--- src/rtl/ddr3_csr_bank.sv ---
// ddr3_csr_bank: CSR block for a DDR3 frame-buffer controller.
// Holds per-channel buffer offsets and full/overflow flags, a small
// test-access engine (address, write data, command FSM), and read-back
// of test read data. Define DDR3_CSR_IRQ_EN to build the interrupt
// status/enable registers; without it irq is tied low.
module ddr3_csr_bank #(
    parameter int NUM_BUF    = 2,
    parameter int OFFSET_W   = 26,
    parameter int TEST_WORDS = 4
) (
    input  logic                       clk,
    input  logic                       reset_n,
    input  logic                       csr_read,
    input  logic                       csr_write,
    input  logic [7:0]                 csr_addr,
    input  logic [31:0]                csr_wr_data,
    output logic [31:0]                csr_rd_data,
    output logic [NUM_BUF*OFFSET_W-1:0] buf_offset,
    output logic [NUM_BUF-1:0]         buf_empty,
    input  logic [NUM_BUF-1:0]         buf_clear,
    output logic [31:0]                test_addr,
    output logic [32*TEST_WORDS-1:0]   test_wr_data,
    output logic                       test_wr,
    output logic                       test_rd,
    input  logic [32*TEST_WORDS-1:0]   test_rd_data,
    input  logic                       wr_finish,
    input  logic                       rd_finish,
    output logic                       irq
);

    typedef enum logic [1:0] {
        IDLE    = 2'd0,
        WR_BUSY = 2'd1,
        RD_BUSY = 2'd2
    } test_state_t;

    localparam logic [31:0] MAGIC = 32'hB00BB00C;

    logic [OFFSET_W-1:0] offset_q [NUM_BUF];
    logic [31:0]         test_wd_q [TEST_WORDS];
    logic [31:0]         test_addr_q;
    logic [NUM_BUF-1:0]  full, full_nxt, ovf, ovf_nxt;
    test_state_t         state, state_nxt;
    logic                done, done_nxt, cmd_err, cmd_err_nxt;
    logic                test_wr_nxt, test_rd_nxt;
    logic                ctrl_wr;
    logic [31:0]         rd_mux;

    assign ctrl_wr   = csr_write && (csr_addr == 8'h20);
    assign buf_empty = ~full;
    assign test_addr = test_addr_q;

    // Flatten the per-channel and per-word register arrays onto the output buses
    always_comb begin
        for (int i = 0; i < NUM_BUF; i++) buf_offset[i*OFFSET_W +: OFFSET_W] = offset_q[i];
        for (int k = 0; k < TEST_WORDS; k++) test_wr_data[k*32 +: 32] = test_wd_q[k];
    end

    // Plain R/W registers: offsets, test address and test write data
    always_ff @(posedge clk or negedge reset_n) begin
        if (!reset_n) begin
            for (int i = 0; i < NUM_BUF; i++) offset_q[i] <= '0;
            for (int k = 0; k < TEST_WORDS; k++) test_wd_q[k] <= '0;
            test_addr_q <= '0;
        end else if (csr_write) begin
            for (int i = 0; i < NUM_BUF; i++)
                if (csr_addr == 8'(i)) offset_q[i] <= csr_wr_data[OFFSET_W-1:0];
            for (int k = 0; k < TEST_WORDS; k++)
                if (csr_addr == 8'(17 + k)) test_wd_q[k] <= csr_wr_data;
            if (csr_addr == 8'h10) test_addr_q <= csr_wr_data;
        end
    end

    // Full/overflow next state: CSR set beats consumer clear; overflow set beats overflow clear
    always_comb begin
        full_nxt = full;
        ovf_nxt  = ovf;
        for (int i = 0; i < NUM_BUF; i++) begin
            if (csr_write && (csr_addr == 8'(8 + i)) && csr_wr_data[0]) begin
                full_nxt[i] = 1'b1;
                if (full[i]) ovf_nxt[i] = 1'b1;
                else if (csr_wr_data[1]) ovf_nxt[i] = 1'b0;
            end else begin
                if (buf_clear[i]) full_nxt[i] = 1'b0;
                if (csr_write && (csr_addr == 8'(8 + i)) && csr_wr_data[1]) ovf_nxt[i] = 1'b0;
            end
        end
    end

    // Channel flag registers
    always_ff @(posedge clk or negedge reset_n) begin
        if (!reset_n) begin
            full <= '0;
            ovf  <= '0;
        end else begin
            full <= full_nxt;
            ovf  <= ovf_nxt;
        end
    end

    // Test FSM next state: a control write first clears done/cmd_err, then launches or rejects a command
    always_comb begin
        state_nxt   = state;
        test_wr_nxt = 1'b0;
        test_rd_nxt = 1'b0;
        done_nxt    = done;
        cmd_err_nxt = cmd_err;
        if (ctrl_wr) begin
            done_nxt    = 1'b0;
            cmd_err_nxt = 1'b0;
        end
        case (state)
            IDLE: begin
                if (ctrl_wr && csr_wr_data[0]) begin
                    test_wr_nxt = 1'b1;
                    state_nxt   = WR_BUSY;
                end else if (ctrl_wr && csr_wr_data[1]) begin
                    test_rd_nxt = 1'b1;
                    state_nxt   = RD_BUSY;
                end
            end
            WR_BUSY: begin
                if (ctrl_wr && (csr_wr_data[1:0] != 2'b00)) cmd_err_nxt = 1'b1;
                if (wr_finish) begin
                    state_nxt = IDLE;
                    done_nxt  = 1'b1;
                end
            end
            RD_BUSY: begin
                if (ctrl_wr && (csr_wr_data[1:0] != 2'b00)) cmd_err_nxt = 1'b1;
                if (rd_finish) begin
                    state_nxt = IDLE;
                    done_nxt  = 1'b1;
                end
            end
            default: state_nxt = IDLE;
        endcase
    end

    // Test FSM state register with registered single-cycle command pulses
    always_ff @(posedge clk or negedge reset_n) begin
        if (!reset_n) begin
            state   <= IDLE;
            test_wr <= 1'b0;
            test_rd <= 1'b0;
            done    <= 1'b0;
            cmd_err <= 1'b0;
        end else begin
            state   <= state_nxt;
            test_wr <= test_wr_nxt;
            test_rd <= test_rd_nxt;
            done    <= done_nxt;
            cmd_err <= cmd_err_nxt;
        end
    end

`ifdef DDR3_CSR_IRQ_EN
    logic [8:0] irq_status, irq_enable, hw_set;

    // Interrupt sources: channel drained (full falling) and test command completion
    always_comb begin
        hw_set = '0;
        hw_set[NUM_BUF-1:0] = full & ~full_nxt;
        hw_set[8] = done_nxt & ~done;
    end

    // Status is W1C with hardware sets taking precedence; enable is plain R/W
    always_ff @(posedge clk or negedge reset_n) begin
        if (!reset_n) begin
            irq_status <= '0;
            irq_enable <= '0;
        end else begin
            if (csr_write && (csr_addr == 8'h30))
                irq_status <= (irq_status & ~csr_wr_data[8:0]) | hw_set;
            else
                irq_status <= irq_status | hw_set;
            if (csr_write && (csr_addr == 8'h31)) irq_enable <= csr_wr_data[8:0];
        end
    end

    assign irq = |(irq_status & irq_enable);
`else
    assign irq = 1'b0;
`endif

    // Read decode; unmapped addresses and out-of-range indices fall through to zero
    always_comb begin
        rd_mux = '0;
        for (int i = 0; i < NUM_BUF; i++) begin
            if (csr_addr == 8'(i))     rd_mux = 32'(offset_q[i]);
            if (csr_addr == 8'(8 + i)) rd_mux = {30'b0, ovf[i], full[i]};
        end
        for (int k = 0; k < TEST_WORDS; k++) begin
            if (csr_addr == 8'(17 + k)) rd_mux = test_wd_q[k];
            if (csr_addr == 8'(33 + k)) rd_mux = test_rd_data[k*32 +: 32];
        end
        if (csr_addr == 8'h10) rd_mux = test_addr_q;
        if (csr_addr == 8'h20)
            rd_mux = {28'b0, cmd_err, done, state == RD_BUSY, state == WR_BUSY};
`ifdef DDR3_CSR_IRQ_EN
        if (csr_addr == 8'h30) rd_mux = 32'(irq_status);
        if (csr_addr == 8'h31) rd_mux = 32'(irq_enable);
`endif
        if (csr_addr == 8'h3F) rd_mux = MAGIC;
    end

    // Registered read data, held while no read is requested
    always_ff @(posedge clk or negedge reset_n) begin
        if (!reset_n)      csr_rd_data <= '0;
        else if (csr_read) csr_rd_data <= rd_mux;
    end

endmodule

--- config.mk ---
export PLATFORM = sky130hd
export DESIGN_NAME = ddr3_csr_bank
export DESIGN_NICKNAME = d
export VERILOG_FILES = /design/src/rtl/ddr3_csr_bank.sv
export SDC_FILE = /design/constraint.sdc
export NUM_CORES = 1
export LEC_CHECK = 0
export CORE_UTILIZATION = 38
export DETAILED_ROUTE_END_ITERATION = 8
export GPL_TIMING_DRIVEN = 0
export PLACE_DENSITY = 0.7
export SLEW_MARGIN = 20
export SYNTH_ARGS = -nofsm -noshare
export SYNTH_HDL_FRONTEND = slang
export SYNTH_SLANG_ARGS = --single-unit
--- constraint.sdc ---
create_clock -name clk -period 1.7 [get_ports clk]
set_input_delay 0.255 -clock clk [delete_from_list [all_inputs] [get_ports clk]]
set_output_delay 0.255 -clock clk [all_outputs]
set_load 0.01 [all_outputs]
---- Yosys cells after proc, flatten, opt, wreduce, memory -nomap -nowiden ----
Index checks and enable logic that the tools add are counted.
storage, ports and cells
  register bits ........................... 254
  word-level logic and storage cells ...... 110
cells by class
  equal/unequal tests ..................... 21
  multiplexer cells ....................... 43
  bitwise logic cells ..................... 1
  reductions and logical operators ........ 28
operator list
  cell                                                             number
  32-bit 2-to-1 mux                                                14
  8-bit by 6-bit == test with 1-bit output, second input constant  6
  8-bit by 5-bit == test with 1-bit output, second input constant  5
  26-bit 2-to-1 mux                                                1
  1-bit 2-to-1 mux                                                 22
  2-bit AND reduction                                              9
  8-bit by 4-bit == test with 1-bit output, second input constant  2
  1-bit logical AND                                                10
  2-bit nonzero test                                               5
  3-bit inequality test, second input constant                     3
  8-bit by 1-bit == test with 1-bit output, second input constant  1
  8-bit zero test                                                  1
  2-bit 2-to-1 mux                                                 4
  2-bit case mux with 3 select lines                               1
  2-bit inequality test, second input constant                     2
  3-bit AND reduction                                              1
  2-bit by 1-bit == test with 1-bit output, second input constant  1
  2-bit == test, second input constant                             1
  2-bit zero test                                                  1
  2-bit NOT                                                        1
  1-bit case mux with 2 select lines                               1
  2-bit OR reduction                                               1

---- Longest topological paths before layout ----
Gate-level depths: netlist of run 1.
  word-level depth ........................ 16
  depth in mapped cells ................... 10
  depth with buffers taken out ............ 7

---- Least setup slack after synthesis of run 1 ----
No wires, ideal clock.
  kind .................................... input port to flip-flop
  from .................................... in csr_addr[5]
  to ...................................... reg test_wd_q, in the netlist test_wr_data[100]
  arrival ................................. 1.813 ns
  data required time ...................... 1.572 ns
  path slack .............................. -0.241 ns
  stages on the path ...................... 7
  path buffers ............................ 3
  path through ............................ buf_2 > or4b_1 > buf_4 > nor2_4 > nand2_2 > buf_2 > mux2_1
between the ends
  cells in the longest elaborated chain, start to end .. 2
RTL lines
  item                                      line  source
  from (decl)                               15    input logic [7:0] csr_addr,
  8-bit by 5-bit == test with 1-bit output  69    if (csr_addr == 8'(17 + k)) test_wd_q[k] <= csr_wr_data;
  2-bit AND reduction (no source line)      --
  to (signal, indexed assignment)           69
  to (decl)                                 40    logic [31:0] test_wd_q [TEST_WORDS];
No other way between the ends.
A chain may end at the register's enable or synchronous reset.

---- Worst setup path after layout of run 1 ----
  from .................................... in csr_addr[4]
  to ...................................... reg csr_rd_data[3]
between the ends
  cells in the longest elaborated chain, start to end .. 16
  elaborated cells between the ends (all ways) .. 30
  classes of those cells .................. eq/ne (14); mux (15); reduce/logical (1)
RTL lines
  item                  line  source
  8-bit zero test       190   if (csr_addr == 8'(i)) rd_mux = 32'(offset_q[i]);
  26-bit 2-to-1 mux     190
  32-bit 2-to-1 mux     191   if (csr_addr == 8'(8 + i)) rd_mux = {30'b0, ovf[i], full[i]};
  32-bit 2-to-1 mux     190
  32-bit 2-to-1 mux     191
  32-bit 2-to-1 mux     194   if (csr_addr == 8'(17 + k)) rd_mux = test_wd_q[k];
  32-bit 2-to-1 mux     195   if (csr_addr == 8'(33 + k)) rd_mux = test_rd_data[k*32 +: 32];
  32-bit 2-to-1 mux     194
  32-bit 2-to-1 mux     195
  32-bit 2-to-1 mux     194
  32-bit 2-to-1 mux     195
  32-bit 2-to-1 mux     194
  32-bit 2-to-1 mux     195
  32-bit 2-to-1 mux     197   if (csr_addr == 8'h10) rd_mux = test_addr_q;
  32-bit 2-to-1 mux     198   if (csr_addr == 8'h20)
  32-bit 2-to-1 mux *   204   if (csr_addr == 8'h3F) rd_mux = MAGIC;
  to (signal assigned)  210   else if (csr_read) csr_rd_data <= rd_mux;
  to (decl)             17    output logic [31:0] csr_rd_data,
Mark *: on every way between the ends. The rest lies on a longest branch, timed or not.

==> results of run 1 <==
-- sequential cells by signal, summed over array words and instances (netlist names), named ones only --
register and count:
test_wr 1, full 2, test_wr_data 128, csr_rd_data 32, done 1, test_rd 1, buf_offset 52, state 2
ovf 2, test_addr 32
-- worst reg2reg max path, delay by kind of cell, from the launching register on --
kind / cells / cell delay [ns]
compound gates: 4 / 0.64
simple gates: 2 / 0.50
flops: 1 / 0.37
-- stage by stage --
stage               power, W  cell area [µm²]
CTS                   0.0151            19800
detailed placement   0.00917            18500
finish                0.0151            19900
global route          0.0155            19900
global placement     0.00914            18500
floorplan            0.00750            13700
-- power groups by stage --
stage	registers (W)	clock network, W	logic (W)
after global placement	0.00672	0	0.00241
after detailed placement	0.00672	0	0.00246
after floorplan	0.00674	0	0.000756
final	0.00660	0.00606	0.00244
after global routing	0.00662	0.00631	0.00255
after CTS	0.00659	0.00608	0.00239
-- per-layer routing --
layer | global-route usage | share of wire
met1 | 0.467 | 0.38
met2 | 0.603 | 0.46
met3 | 0.106 | 0.11
met4 | 0.203 | 0.055
met5 | 0 | 0
-- Yosys cell counts, types with 24 or more instances --
cell type	instances	share of area
dfrtp_1	254	0.48
mux2_2	177	0.15
a21oi_1	94	0.035
o21ai_0	64	0.024
nand2_1	59	0.017
buf_2	55	0.021
o22ai_1	47	0.022
mux2_1	36	0.030
a22oi_1	35	0.020
clkbuf_1	30	0.0085
nor2_1	27	0.0076
mux2i_1	24	0.018
-- worst max path at each step --
stage / from / to / slack, ns
3_5_place_dp: csr_addr[7] / csr_rd_data[5] / -1.61
2_1_floorplan: csr_addr[3] / csr_rd_data[15] / -0.17
3_3_place_gp: reset_n / test_addr[13] / -10.72
6_report: csr_addr[4] / csr_rd_data[3] / 0.02
5_1_grt: csr_addr[1] / csr_rd_data[27] / 0.002
4_1_cts: csr_addr[1] / csr_rd_data[8] / 0.0005
-- cells by family after synthesis --
group           share of synthesized area
flops                               0.478
buf+inv                            0.0436
other cells                      0.000282
mux                                 0.199
fa+ha+maj                         0.00282
simple gates                       0.0778
compound gates                      0.199
-- final cells by class --
class                   count  area, µm²  share of cell area
inverters                  18       68.8             0.00345
well taps                 455        569              0.0285
repair buffers            474       4340               0.218
plain buffers              99        893              0.0448
diodes                      8       20.0             0.00100
clock buffers              42        833              0.0418
flip-flops and latches    254       6360               0.319
clock inverters             4       56.3             0.00282
multi-input cells         814       6800               0.341
-- timing repair --
action	in CTS	in global routing
gates cloned	0	0
gates resized for setup	377	38
hold endpoints to repair	92	0
endpoints found under the setup margin	499	55
setup buffers	40	11
pin swaps	9	10
hold buffers	1	0
==> results_dict.tcl, run 1 <==
set metrics [dict create \
    nFillCells 3094 \
    cp_top_family "buffers and inverters" \
    gp_congestion 0.963 \
    pre_cts_ws_ns -1.61 \
    cp-start-kind "input port" \
    rrSetupSlack_ns 0.10 \
    finalNonFillerCells 2168 \
    critical_path_class "input port to flop" \
    grt_pass1_wl_um 96700 \
    drt-initial-drc-count 1486 \
    period_needed_ns 1.68 \
    synth_cells 1187 \
    antenna_found_initial 8 \
    synth-edff-count 0 \
    r2r-end "csr_rd_data[2]" \
    powerDensity_nw_per_um2 757 \
    p_clk_frac 0.401 \
    h-tree-depth 1 \
    die_w_um 189 \
    postRouteAntennaNets 0 \
    power_frac_seq 0.437 \
    switching_share 0.273 \
    layout_commonest_cell "dfrtp_1" \
    hold_viol_final 0 \
    die_area_um2 35700 \
    grt_pass1_vias 13600 \
    max_cap_viol_count 0 \
    async_reset_ff_frac 1.00 \
    ir_drop_v 0.000768 \
    drc 0 \
    rsz0062_at_grt "false" \
    slew_headroom 0.494 \
    fin_crit_sh 0.988 \
    cts_max_path_buffers 3 \
    finalNetCount 1868 \
    cts.sinks 254 \
    crit_buf_inv 3 \
    internal_power_w 0.0110 \
    clk_latency_ns 0.58 \
    final.setup_skew_ns 0.0433 \
    end_kind "flop" \
    final_util 0.579 \
    min_path_cells 3 \
    path_cells "buf_2 -> nor2b_1 -> buf_4 -> clkbuf_4 -> a21oi_1 -> o22ai_1 -> a31oi_4 -> a21oi_1 -> o22a_1" \
    slew_violations 0 \
    hp-class "input port to flop" \
    dp_cells 2064 \
    slowest_stage "clkbuf_4" \
    worst_pin_slew_ns 0.759 \
    yosysSeqAreaShare 0.478 \
    setup_violations 0 \
    combPwrFrac 0.162 \
    worstRegToRegCells 6 \
    whs_endpoint "test_wr_data[0]" \
    p_sw_w 0.00413 \
    crit_required_ns 2.18 \
    path_depth 9 \
    power_leakage_nw 9.93 \
    synth_warnings 0 \
    fp-row-count 68 \
    holdWs_ns 0.302 \
    die_h_um 189 \
    critPathMaxStageDelay_ns 0.37 \
    cpMostUsedCell "a21oi_1" \
    cts-root-buf "clkbuf_16" \
    dr.pass1.iters 6 \
    dr_total_vias 13600 \
    reg2reg_from "buf_offset[2]" \
    min_from "csr_write" \
    cts_buffers 28 \
    core_area_um2 34500 \
    drive_gt1_frac 0.280 \
    path_max_fanout 10 \
    ys.flop_type "dfrtp_1" \
    numPortBuffers 419 \
    final_cell_mix "dfrtp_1 (247), dlygate4sd2_1 (246), mux2_2 (177)" \
    clock.fmax_ghz 0.595 \
    post_drt_via_cell_ratio 6.25 \
    synth_nets 1366 \
    hpwlAfterDp_um 51500 \
    syn-mean-instance-area_um2 11.2 \
    cp.arrival_ns 2.16 \
    grt_start_max_net_pins 95 \
    outcome "completed" \
    tns_ns 0 \
    start_util 0.386 \
    wl_per_cell_um 32.0 \
    overflow 0 \
    synth_area_um2 13300 \
    ys_ff_latch 254 \
    pin_count 425 \
    wirelength_um 69300 \
    grt_use_total 0.379 \
    cts_tree "yes" \
    fin_ws_ns 0.0196 \
    synthDistinctLibCells 75 \
    clk_pin_slew_ns 0.07 \
    area.growth.synth_to_final_pct 50.0 \
]
No activity file was read; power rests on OpenSTA's default activity.
==> run 2: changes to the inputs <==
--- a/config.mk
+++ b/config.mk
@@ -5,10 +5,10 @@
 export SDC_FILE = /design/constraint.sdc
 export NUM_CORES = 1
 export LEC_CHECK = 0
-export CORE_UTILIZATION = 38
+export CORE_UTILIZATION = 30
 export DETAILED_ROUTE_END_ITERATION = 8
 export GPL_TIMING_DRIVEN = 0
-export PLACE_DENSITY = 0.7
+export PLACE_DENSITY = 0.58
 export SLEW_MARGIN = 20
 export SYNTH_ARGS = -nofsm -noshare
 export SYNTH_HDL_FRONTEND = slang
==> results_dict.tcl, run 2 (synthesized netlist as in run 1, its figures left out) <==
set metrics [dict create \
    critical_path_class "input port to flop" \
    worstRegToRegCells 5 \
    slew_violations 0 \
    drt-initial-drc-count 1246 \
    hp-class "input port to asynchronous set/reset pin" \
    final_util 0.467 \
    dr_total_vias 13300 \
    cp-start-kind "input port" \
    holdWs_ns 0.0970 \
    cts_buffers 30 \
    antenna_found_initial 7 \
    clock.fmax_ghz 0.584 \
    grt_start_max_net_pins 96 \
    wl_met2_um 33900 \
    slew_headroom 0.536 \
    largest_register_ffs 128 \
    reg2reg_from "buf_offset[21]" \
    grt_pass1_vias 13500 \
    path_depth 6 \
    cts.sinks 254 \
    r2r-end "csr_rd_data[21]" \
    cp_top_family "buffers and inverters" \
    core_area_um2 43400 \
    ir_drop_v 0.000655 \
    drc 0 \
    h-tree-depth 1 \
    fin_crit_sh 1.01 \
    die_w_um 212 \
    final.setup_skew_ns 0.0165 \
    layout_commonest_cell "dfrtp_1" \
    worst_pin_slew_ns 0.696 \
    drive_gt1_frac 0.282 \
    finalNetCount 1859 \
    setup_violations 1 \
    top_layer "met5" \
    crit_required_ns 2.21 \
    die_area_um2 45200 \
    grt_pass1_wl_um 102000 \
    outcome "complete, but fails checks" \
    drt-met1-wl_um 29600 \
    start_util 0.307 \
    gp_congestion 0.917 \
    clk_latency_ns 0.59 \
    cts_max_path_buffers 3 \
    wl_per_cell_um 32.3 \
    cts-root-buf "clkbuf_16" \
    wirelength_um 74100 \
    hpwlAfterDp_um 55100 \
    overflow 0 \
    crit_buf_inv 3 \
    critPathMaxStageDelay_ns 0.52 \
    pre_cts_ws_ns -1.69 \
    power_leakage_nw 9.98 \
    slowest_stage "clkdlybuf4s50_1" \
    grt_use_total 0.324 \
    tns_ns -0.0114 \
    fin_ws_ns -0.0114 \
    fp-row-count 76 \
    max_cap_viol_count 0 \
    cts_tree "yes" \
    cp-endpoint "csr_rd_data[4]" \
    rrSetupSlack_ns 0.03 \
    dr.pass1.iters 6 \
    post_drt_via_cell_ratio 5.78 \
    die_h_um 212 \
    pin_count 425 \
    area.growth.synth_to_final_pct 52.4 \
    cp-startpoint "csr_read" \
    numPortBuffers 419 \
    clk_pin_slew_ns 0.06 \
    cp.arrival_ns 2.22 \
    final_cell_mix "dfrtp_1 (251), dlygate4sd2_1 (247), mux2_2 (177)" \
    failed_checks "setup timing" \
    path_max_fanout 10 \
    postRouteAntennaNets 0 \
    nFillCells 4205 \
    end_kind "flop" \
    path_cells "clkdlybuf4s50_1 -> buf_2 -> o31ai_4 -> buf_4 -> a21oi_1 -> a221o_1" \
    hold_viol_final 0 \
    period_needed_ns 1.71 \
    dr_wl_met3_um 7430 \
    powerDensity_nw_per_um2 802 \
]
run 2: cell types whose count changed in the layout (fill, tap and decap cells not counted), sizes merged:
cell / delta
buf: -13
bufinv: +5
clkbuf: -4
clkdlybuf4s15: +2
clkdlybuf4s50: -2
clkinv: +5
clkinvlp: +4
diode: -2
dlygate4sd2: +1
inv: +1
run 2: power by group:
part           internal [W]  switching (W)  leakage, nW
clock network       0.00432        0.00284        0.522
registers           0.00633       0.000257         3.48
logic               0.00116        0.00134         5.98
total                0.0118        0.00443         9.98
run 2: cell type report:
type | count | area, µm² | share of cell area
repair buffers | 464 | 4280 | 0.211
diodes | 6 | 15.0 | 0.000741
inverters | 18 | 72.6 | 0.00358
multi-input cells | 814 | 6840 | 0.337
clock buffers | 37 | 818 | 0.0404
clock inverters | 19 | 259 | 0.0128
well taps | 585 | 732 | 0.0361
flip-flops and latches | 254 | 6360 | 0.314
plain buffers | 98 | 886 | 0.0437
run 2: repair_timing:
action	4_1_cts	5_1_grt
pin swaps	11	6
hold buffers	1	0
hold endpoints to repair	192	0
endpoints found under the setup margin	500	88
buffers inserted	35	5
resized for setup	377	41
run 2: per-stage QoR:
| stage | std cells | cell area [µm²] | power (W) |
|---|---|---|---|
| floorplan | 1187 | 13700 | 0.00750 |
| global placement | 2191 | 18600 | 0.00919 |
| detailed placement | 2195 | 18700 | 0.00923 |
| CTS | 2287 | 20100 | 0.0162 |
| global route | 2293 | 20300 | 0.0167 |
| finish | 2295 | 20300 | 0.0162 |
run 2: worst min path at each step:
stage / startpoint / cells after the start / slack, ns / to
2_1_floorplan: reset_n / 0 / -0.04 / asynchronous set/reset pin
5_1_grt: reset_n / 2 / 0.1 / state[1]
3_5_place_dp: reset_n / 1 / 0.09 / state[1]
3_3_place_gp: csr_rd_data[30] / 1 / 0.48 / csr_rd_data[30]
6_report: reset_n / 2 / 0.1 / state[1]
4_1_cts: reset_n / 2 / 0.08 / state[1]
run 2: metal layers:
metal	track usage	vias up
met5	0	-
met4	0.120	4
met3	0.0861	185
met2	0.521	805
met1	0.417	6727
li1	-	5535
